[src/rtl/lfsr_equiv_sched.sv]
// lfsr_equiv_sched: drives one pseudo-random bit stream into a Fibonacci/Galois
// LFSR pair and counts the shifts where their output bits disagree.
// FSM: IDLE -> RUN -> REPORT -> IDLE.
// Optional build macro LFSR_SCHED_TIMEOUT_EN adds a stall watchdog in RUN that
// reports with err=1; without it RUN waits for the LFSRs indefinitely.
//
// Handshake: a transfer on any X__ENA/X__RDY pair happens in the cycle where
// both are high. start is accepted only when start__RDY=1. abort has no ready.
// result_v is held stable while result__ENA=1 until result__RDY is seen.
module lfsr_equiv_sched #(
  parameter int            LN   = 8,
  parameter logic [LN-1:0] TAPS = 45,
  parameter int            CNTW = 16
) (
  input  logic                 CLK,
  input  logic                 RST,
  input  logic                 start__ENA,
  input  logic [LN+CNTW-1:0]   start_v,
  output logic                 start__RDY,
  input  logic                 abort__ENA,
  output logic                 lfsr_shiftBit__ENA,
  output logic                 lfsr_shiftBit_v,
  input  logic                 fib_shiftBit__RDY,
  input  logic                 gal_shiftBit__RDY,
  input  logic                 fib_outBit,
  input  logic                 gal_outBit,
  output logic                 result__ENA,
  output logic [2*CNTW+1:0]    result_v,
  input  logic                 result__RDY,
  output logic [1:0]           dbgState
);

  typedef enum logic [1:0] {
    IDLE   = 2'd0,
    RUN    = 2'd1,
    REPORT = 2'd2
  } state_t;

  localparam logic [CNTW-1:0] CNT_MAX = '1;

  state_t          state, stateNext;
  logic [LN-1:0]   pat;
  logic [CNTW-1:0] remaining, shiftIdx, mismatches, firstIdx;
  logic            sat, err;

  logic [LN-1:0]   seed;
  logic [CNTW-1:0] runLen;
  logic            startAcc, shiftEn, lastShift, timeout;

  assign seed      = start_v[LN+CNTW-1:CNTW];
  assign runLen    = start_v[CNTW-1:0];
  assign startAcc  = start__ENA && (state == IDLE);
  assign shiftEn   = (state == RUN) && fib_shiftBit__RDY && gal_shiftBit__RDY;
  assign lastShift = shiftEn && (remaining == CNTW'(1));

`ifdef LFSR_SCHED_TIMEOUT_EN
  logic [7:0] stallCnt;
  logic       stalled;

  assign stalled = (state == RUN) && !(fib_shiftBit__RDY && gal_shiftBit__RDY);
  // the 255th consecutive stall cycle ends the run
  assign timeout = stalled && (stallCnt == 8'd254);

  // count consecutive RUN cycles in which either LFSR refuses a shift
  always_ff @(posedge CLK or posedge RST) begin
    if (RST)                      stallCnt <= 8'd0;
    else if (startAcc || shiftEn) stallCnt <= 8'd0;
    else if (stalled)             stallCnt <= stallCnt + 8'd1;
  end
`else
  assign timeout = 1'b0;
`endif

  // state register
  always_ff @(posedge CLK or posedge RST) begin
    if (RST) state <= IDLE;
    else     state <= stateNext;
  end

  // next-state logic; a shift coincident with abort still completes below
  always_comb begin
    stateNext = state;
    case (state)
      IDLE:    if (start__ENA) stateNext = (runLen == '0) ? REPORT : RUN;
      RUN:     if (lastShift || abort__ENA || timeout) stateNext = REPORT;
      REPORT:  if (result__RDY) stateNext = IDLE;
      default: stateNext = IDLE;
    endcase
  end

  // run datapath: pattern generator, counters and result fields
  always_ff @(posedge CLK or posedge RST) begin
    if (RST) begin
      pat        <= '0;
      remaining  <= '0;
      shiftIdx   <= '0;
      mismatches <= '0;
      firstIdx   <= '0;
      sat        <= 1'b0;
      err        <= 1'b0;
    end else if (startAcc) begin
      pat        <= (seed == '0) ? LN'(1) : seed;
      remaining  <= runLen;
      shiftIdx   <= '0;
      mismatches <= '0;
      firstIdx   <= CNT_MAX;
      sat        <= 1'b0;
      err        <= 1'b0;
    end else begin
      if (shiftEn) begin
        pat       <= {^(pat & TAPS), pat[LN-1:1]};
        remaining <= remaining - CNTW'(1);
        shiftIdx  <= shiftIdx + CNTW'(1);
        if (fib_outBit != gal_outBit) begin
          if (mismatches != CNT_MAX) begin
            mismatches <= mismatches + CNTW'(1);
            if (mismatches == CNT_MAX - CNTW'(1)) sat <= 1'b1;
          end
          if (firstIdx == CNT_MAX) firstIdx <= shiftIdx;
        end
      end
      if (timeout) err <= 1'b1;
    end
  end

  // outputs
  always_comb begin
    start__RDY         = (state == IDLE);
    lfsr_shiftBit__ENA = shiftEn;
    lfsr_shiftBit_v    = pat[0];
    result__ENA        = (state == REPORT);
    result_v           = {err, sat, mismatches, firstIdx};
    dbgState           = state;
  end

endmodule

[config.mk]
export PLATFORM = sky130hd
export DESIGN_NAME = lfsr_equiv_sched
export DESIGN_NICKNAME = d
export VERILOG_FILES = /design/src/rtl/lfsr_equiv_sched.sv
export SDC_FILE = /design/constraint.sdc
export NUM_CORES = 1
export LEC_CHECK = 0
export ABC_AREA = 1
export BUFFER_PORTS_ARGS = -buffer_cell sky130_fd_sc_hd__buf_4
export CAP_MARGIN = 20
export CORE_MARGIN = 2
export CORE_UTILIZATION = 35
export CTS_BUF_LIST = sky130_fd_sc_hd__clkbuf_8
export CTS_CLUSTER_DIAMETER = 120
export DETAILED_ROUTE_END_ITERATION = 16
export SLEW_MARGIN = 25
export SYNTH_ARGS = -nofsm -noshare
export SYNTH_HDL_FRONTEND = slang
export SYNTH_SLANG_ARGS = --single-unit
[constraint.sdc]
create_clock -name CLK -period 5.5 [get_ports CLK]
set_input_delay 0.55 -clock CLK [delete_from_list [all_inputs] [get_ports CLK]]
set_output_delay 0.55 -clock CLK [all_outputs]
set_load 0.05 [all_outputs]
-- Yosys cells after proc, flatten, opt, wreduce, memory -nomap -nowiden
Cells that the tools add are included.
- muxes and demuxes: 25
- add/sub/neg operators: 3
- reductions and logical operators: 18
- equality and inequality tests: 10
- operator list (kind ; number):
    two-way mux 16 bit ; 12
    adder 16 x 1 -> 16 bit, second input constant ; 2
    equality test 16 bit, second input constant ; 2
    two-way mux 8 bit ; 3
    equality test 16 x 1 -> 1 bit, second input constant ; 1
    logical NOT 16 bit ; 1
    != test 16 bit, second input constant ; 1
    subtractor 16 x 1 -> 16 bit, second input constant ; 1
    nonzero test 2 bit ; 5
    AND reduction 3 bit ; 3
    logical NOT 8 bit ; 1
    two-way mux 2 bit ; 4
    XOR reduction 8 bit ; 1
    case mux 2 bit (3 select lines) ; 1
    two-way mux 1 bit ; 5
    logical AND 1 bit ; 4
    != test 2 x 1 -> 1 bit, second input constant ; 2
    AND reduction 4 bit ; 1
    equality test 2 x 1 -> 1 bit, second input constant ; 1
    equality test 2 bit, second input constant ; 1
    logical NOT 2 bit ; 1
    != test 2 bit, second input constant ; 1
    logical OR 1 bit ; 1
    != test 1 bit ; 1
- output and inout bits: 40
- input bits: 33
- register bits after elaboration: 75
- word-level logic and storage cells: 63

-- Depth between registers and ports, before layout
- word-level depth: 7
- gate-level depth with buffers: 10
- mapped depth without buffers: 10

-- Least setup slack after synthesis
Ideal clock, no wire load.
- path kind: reg2out
- start: register state[1] (netlist: dbgState[1])
- end: output port result__ENA
- data required time: 4.950 ns
- buffers on the path: 0
- arrival time: 1.527 ns
- path slack: 3.423 ns
- stages on the path, launching flop included: 3
- cell sequence: dfrtp_1 -> inv_1 -> nor2_1
- word-level cells in the longest chain between the ends: 1
- ends and longest elaborated chain (element ; RTL line ; RTL):
    start, declared ; 41 ; state_t state, stateNext;
    start signal, assigned ; 77 ; else state <= stateNext;
    equality test 2 bit ; 131 ; result__ENA = (state == REPORT);
    end, declared ; 27 ; output logic result__ENA,
No other way between the ends.

-- Final worst setup path
- start: register state[0] (netlist: dbgState[0])
- end: register mismatches[12]
- word-level cells in the longest chain between the ends: 5
- elaborated cells on any way between the ends: 10
- classes of those cells: eq/ne (1); mux (1); reduce/logical (8)
- ends and longest elaborated chain (element ; RTL line ; RTL):
    equality test 2 x 1 -> 1 bit ; 53 ; assign shiftEn = (state == RUN) && fib_shiftBit__RDY && gal_shiftBit__RDY;
    logical AND 1 bit (2 in series) ; 53 ;
    nonzero test 2 bit (no source line) ; - ;
    AND reduction 3 bit (no source line) ; - ;
    end signal, assigned ; 116 ; mismatches <= mismatches + CNTW'(1);
    end, declared ; 43 ; logic [CNTW-1:0] remaining, shiftIdx, mismatches, firstIdx;
Several ways; a longest one is shown, not always the timed one.
A chain may end at the register's enable or synchronous reset.

==> results.yml <==
logic_synthesis:
  synth_ff_type: "dfrtp_1"
  synth_area_leaders: "dfrtp_1 (42%), nand2_1 (16%), nand3_1 (8.0%), nor2_1 (7.3%), inv_1 (5.0%)"
  synth_warnings: 0
  syn_area_per_cell_sq_um: 7.13
  syn_area_sq_mm: 0.00450
  syn-num-nets: 670
  yosysSeqAreaShare_pct: 41.7
  synthMostInstantiatedCell: "nand2_1"
  async_reset_ff_share_pct: 100
  ys_top_cells_by_count: "nand2_1 (189), nor2_1 (88), dfrtp_1 (75)"
  ys_seq_elements: 75
  synth_top_area_share_pct: 41.7
  synth_cells: 632
  ys_types: 41
  yosys.area.top_type: "dfrtp_1"
  synth_edf_count: 0
clocking:
  root_buffer: "clkbuf_8"
  cts_max_path_buffers: 2
  cts_setup_buffers: 0
  htree_levels: 3
  cts_tree: "yes"
  cts_sinks: 75
  cts_buffers: 9
  clock_latency_ns: 0.36
  ctsHoldBuffers: 0
  cts.clk_slew.worst_paths_ns: 0.08
  cts.repair.resized: 0
floorplanning:
  start_util_pct: 35.8
  die_h_microns: 117
  die-area_sq_mm: 0.0138
  ioPinCount: 73
  rows: 41
  core_area_sq_mm: 0.0126
  die_w_microns: 117
sta:
  fin_skew_ns: 0.00815
  worstMarginPinSlew_ns: 0.692
  timing.setup.tns_ns: 0
  setup_slack_ns: 3.05
  setup_viol: 0
  max_clock_freq_mhz: 409
  period_needed_ns: 2.45
  rsz0062_at_grt: "false"
  finalHoldViolCount: 0
  fin_crit_sh_pct: 44.5
  relSlewSlack_pct: 53.9
  slew_viol_final: 0
  fin_hold_ws_ns: 0.347
route:
  firstDrtPassIters: 4
  routed_wl_microns: 10900
  drc: 0
  via_count: 4228
  dr_wl_met2_microns: 4920
  vias_per_cell: 4.85
  met3_wirelength_microns: 478
  ant_nets: 0
  routedWlPerCell_microns: 12.5
  drtIter0Drc: 262
  top_layer: "met4"
  wl_met1_microns: 5290
placed_design:
  dp_hpwl_microns: 7830
  gp_congestion: 0.852
  pre_cts_ws_ns: 2.93
  portBuffers: 71
cells_and_area:
  area_growth_pct: 18.2
  drive_gt1_share_pct: 16.3
  nets: 733
  antennaDiodeCount: 0
global_route:
  grt_pass1_wl_microns: 18900
  grt_usage_pct: 16.6
  grt_pass1_vias: 3907
  grt_remaining_overflow: 0
  grt_antenna_before_repair: 0
  grt_max_degree: 76
power_and_ir_drop:
  ir_worst_vdd_uv: 258
  p_leak_uw: 0.00253
  power_density_mw_per_mm2: 412
setup_path:
  required_ns: 5.73
  crit_arrival_ns: 2.68
  path_max_fanout: 48
  critPathCaptureType: "flip-flop"
  start_kind: "flip-flop"
  path_class: "reg2reg"
run:
  maxCapViolations: 0
status:
  status: "finished clean"
min_path:
  hp-class: "in2async"
-- report_power, final --
group          total, uW  switching [uW]  leakage, uW  internal (uW)
registers            824             137     0.000920            687
logic                965             665      0.00151            300
clock network        405             204     0.000103            201
-- logic make-up (layout without fill, tap and decap cells) --
family	count (synthesis)	count (layout)	share of synthesized area (%)
adder cells (fa/ha/maj)	5	5	1.39
AND/OR/NAND/NOR	395	395	38.1
AO/OA/AOI/OAI	56	56	8.06
XOR/XNOR	12	12	2.33
buffers and inverters	88	155	8.34
flip-flops	75	75	41.7
other	1	1	0.0833
-- critical path, cell delays in order, from the launching register on --
cell	delay, ns
dfrtp_1	0.48
nor2_2	0.09
nand2_2	0.06
buf_4	0.47
nand2_2	0.42
inv_2	0.29
nor2_2	0.06
nand2_2	0.30
o21ai_1	0.14
-- routing by layer --
metal | track usage (%) | up-vias
met5 | 0 | -
met4 | 6.63 | 0
met3 | 2.43 | 14
met2 | 26.4 | 88
met1 | 22.9 | 1964
li1 | - | 2162
-- cells in the final DEF, fill, tap and decap left out, types with 5 or more instances in the layout --
master	netlist	layout
nand2_1	189	189
nor2_1	88	88
dfrtp_1	75	75
nand3_1	72	72
buf_4	4	72
inv_1	60	62
nand4_1	18	18
o21ai_0	16	16
xor2_1	10	10
clkbuf_8	0	9
nor2_2	8	8
o21ai_1	8	8
o221ai_1	7	7
nand2_2	6	6
inv_2	5	6
nor3_1	6	6
o211ai_1	6	6
a21oi_1	5	5
ha_1	5	5
-- worst paths after layout --
path,cells after the start,slack (ns),start,end
min in group CLK,3,0.42,start_v[19],pat[3]$_DFFE_PP0P_
worst max register to register,8,3.05,dbgState[0]$_DFFE_PP0P_,mismatches[12]$_DFFE_PP0P_
worst max-delay path,8,3.05,dbgState[0]$_DFFE_PP0P_,mismatches[12]$_DFFE_PP0P_
worst min-delay path,3,0.35,RST,mismatches[0]$_DFFE_PP0P_
max in group asynchronous,3,4.64,RST,shiftIdx[2]$_DFFE_PP0P_
worst min register to register,2,0.51,firstIdx[11]$_DFFE_PP0P_,firstIdx[11]$_DFFE_PP0P_
-- sequential cells by signal (all words and copies together) (netlist names) --
signal and flops:
shiftIdx 16, dbgState 2, pat 8, sat 1
mismatches 16, firstIdx 16, remaining 16
-- per-stage QoR --
step                      std cells  instance area (sq um)  power (uW)  util, %
after floorplan                 632                   4500        1560        -
after global placement          856                   5140        1790     40.9
after detailed placement        856                   5140        1800     40.9
after CTS                       871                   5320        2210     42.3
after global routing            871                   5320        2360     42.3
final                           871                   5320        2190     42.3
-- cell type report --
| type | instances | area, sq um |
|---|---|---|
| Fill cell | 1301 | 7250 |
| Multi-Input combinational cell | 469 | 2250 |
| Sequential cell | 75 | 1880 |
| Timing Repair Buffer | 73 | 552 |
| Inverter | 67 | 253 |
| Tap cell | 172 | 215 |
| Clock buffer | 9 | 124 |
| Clock inverter | 6 | 51.3 |
(Power assumes the default switching activity.)
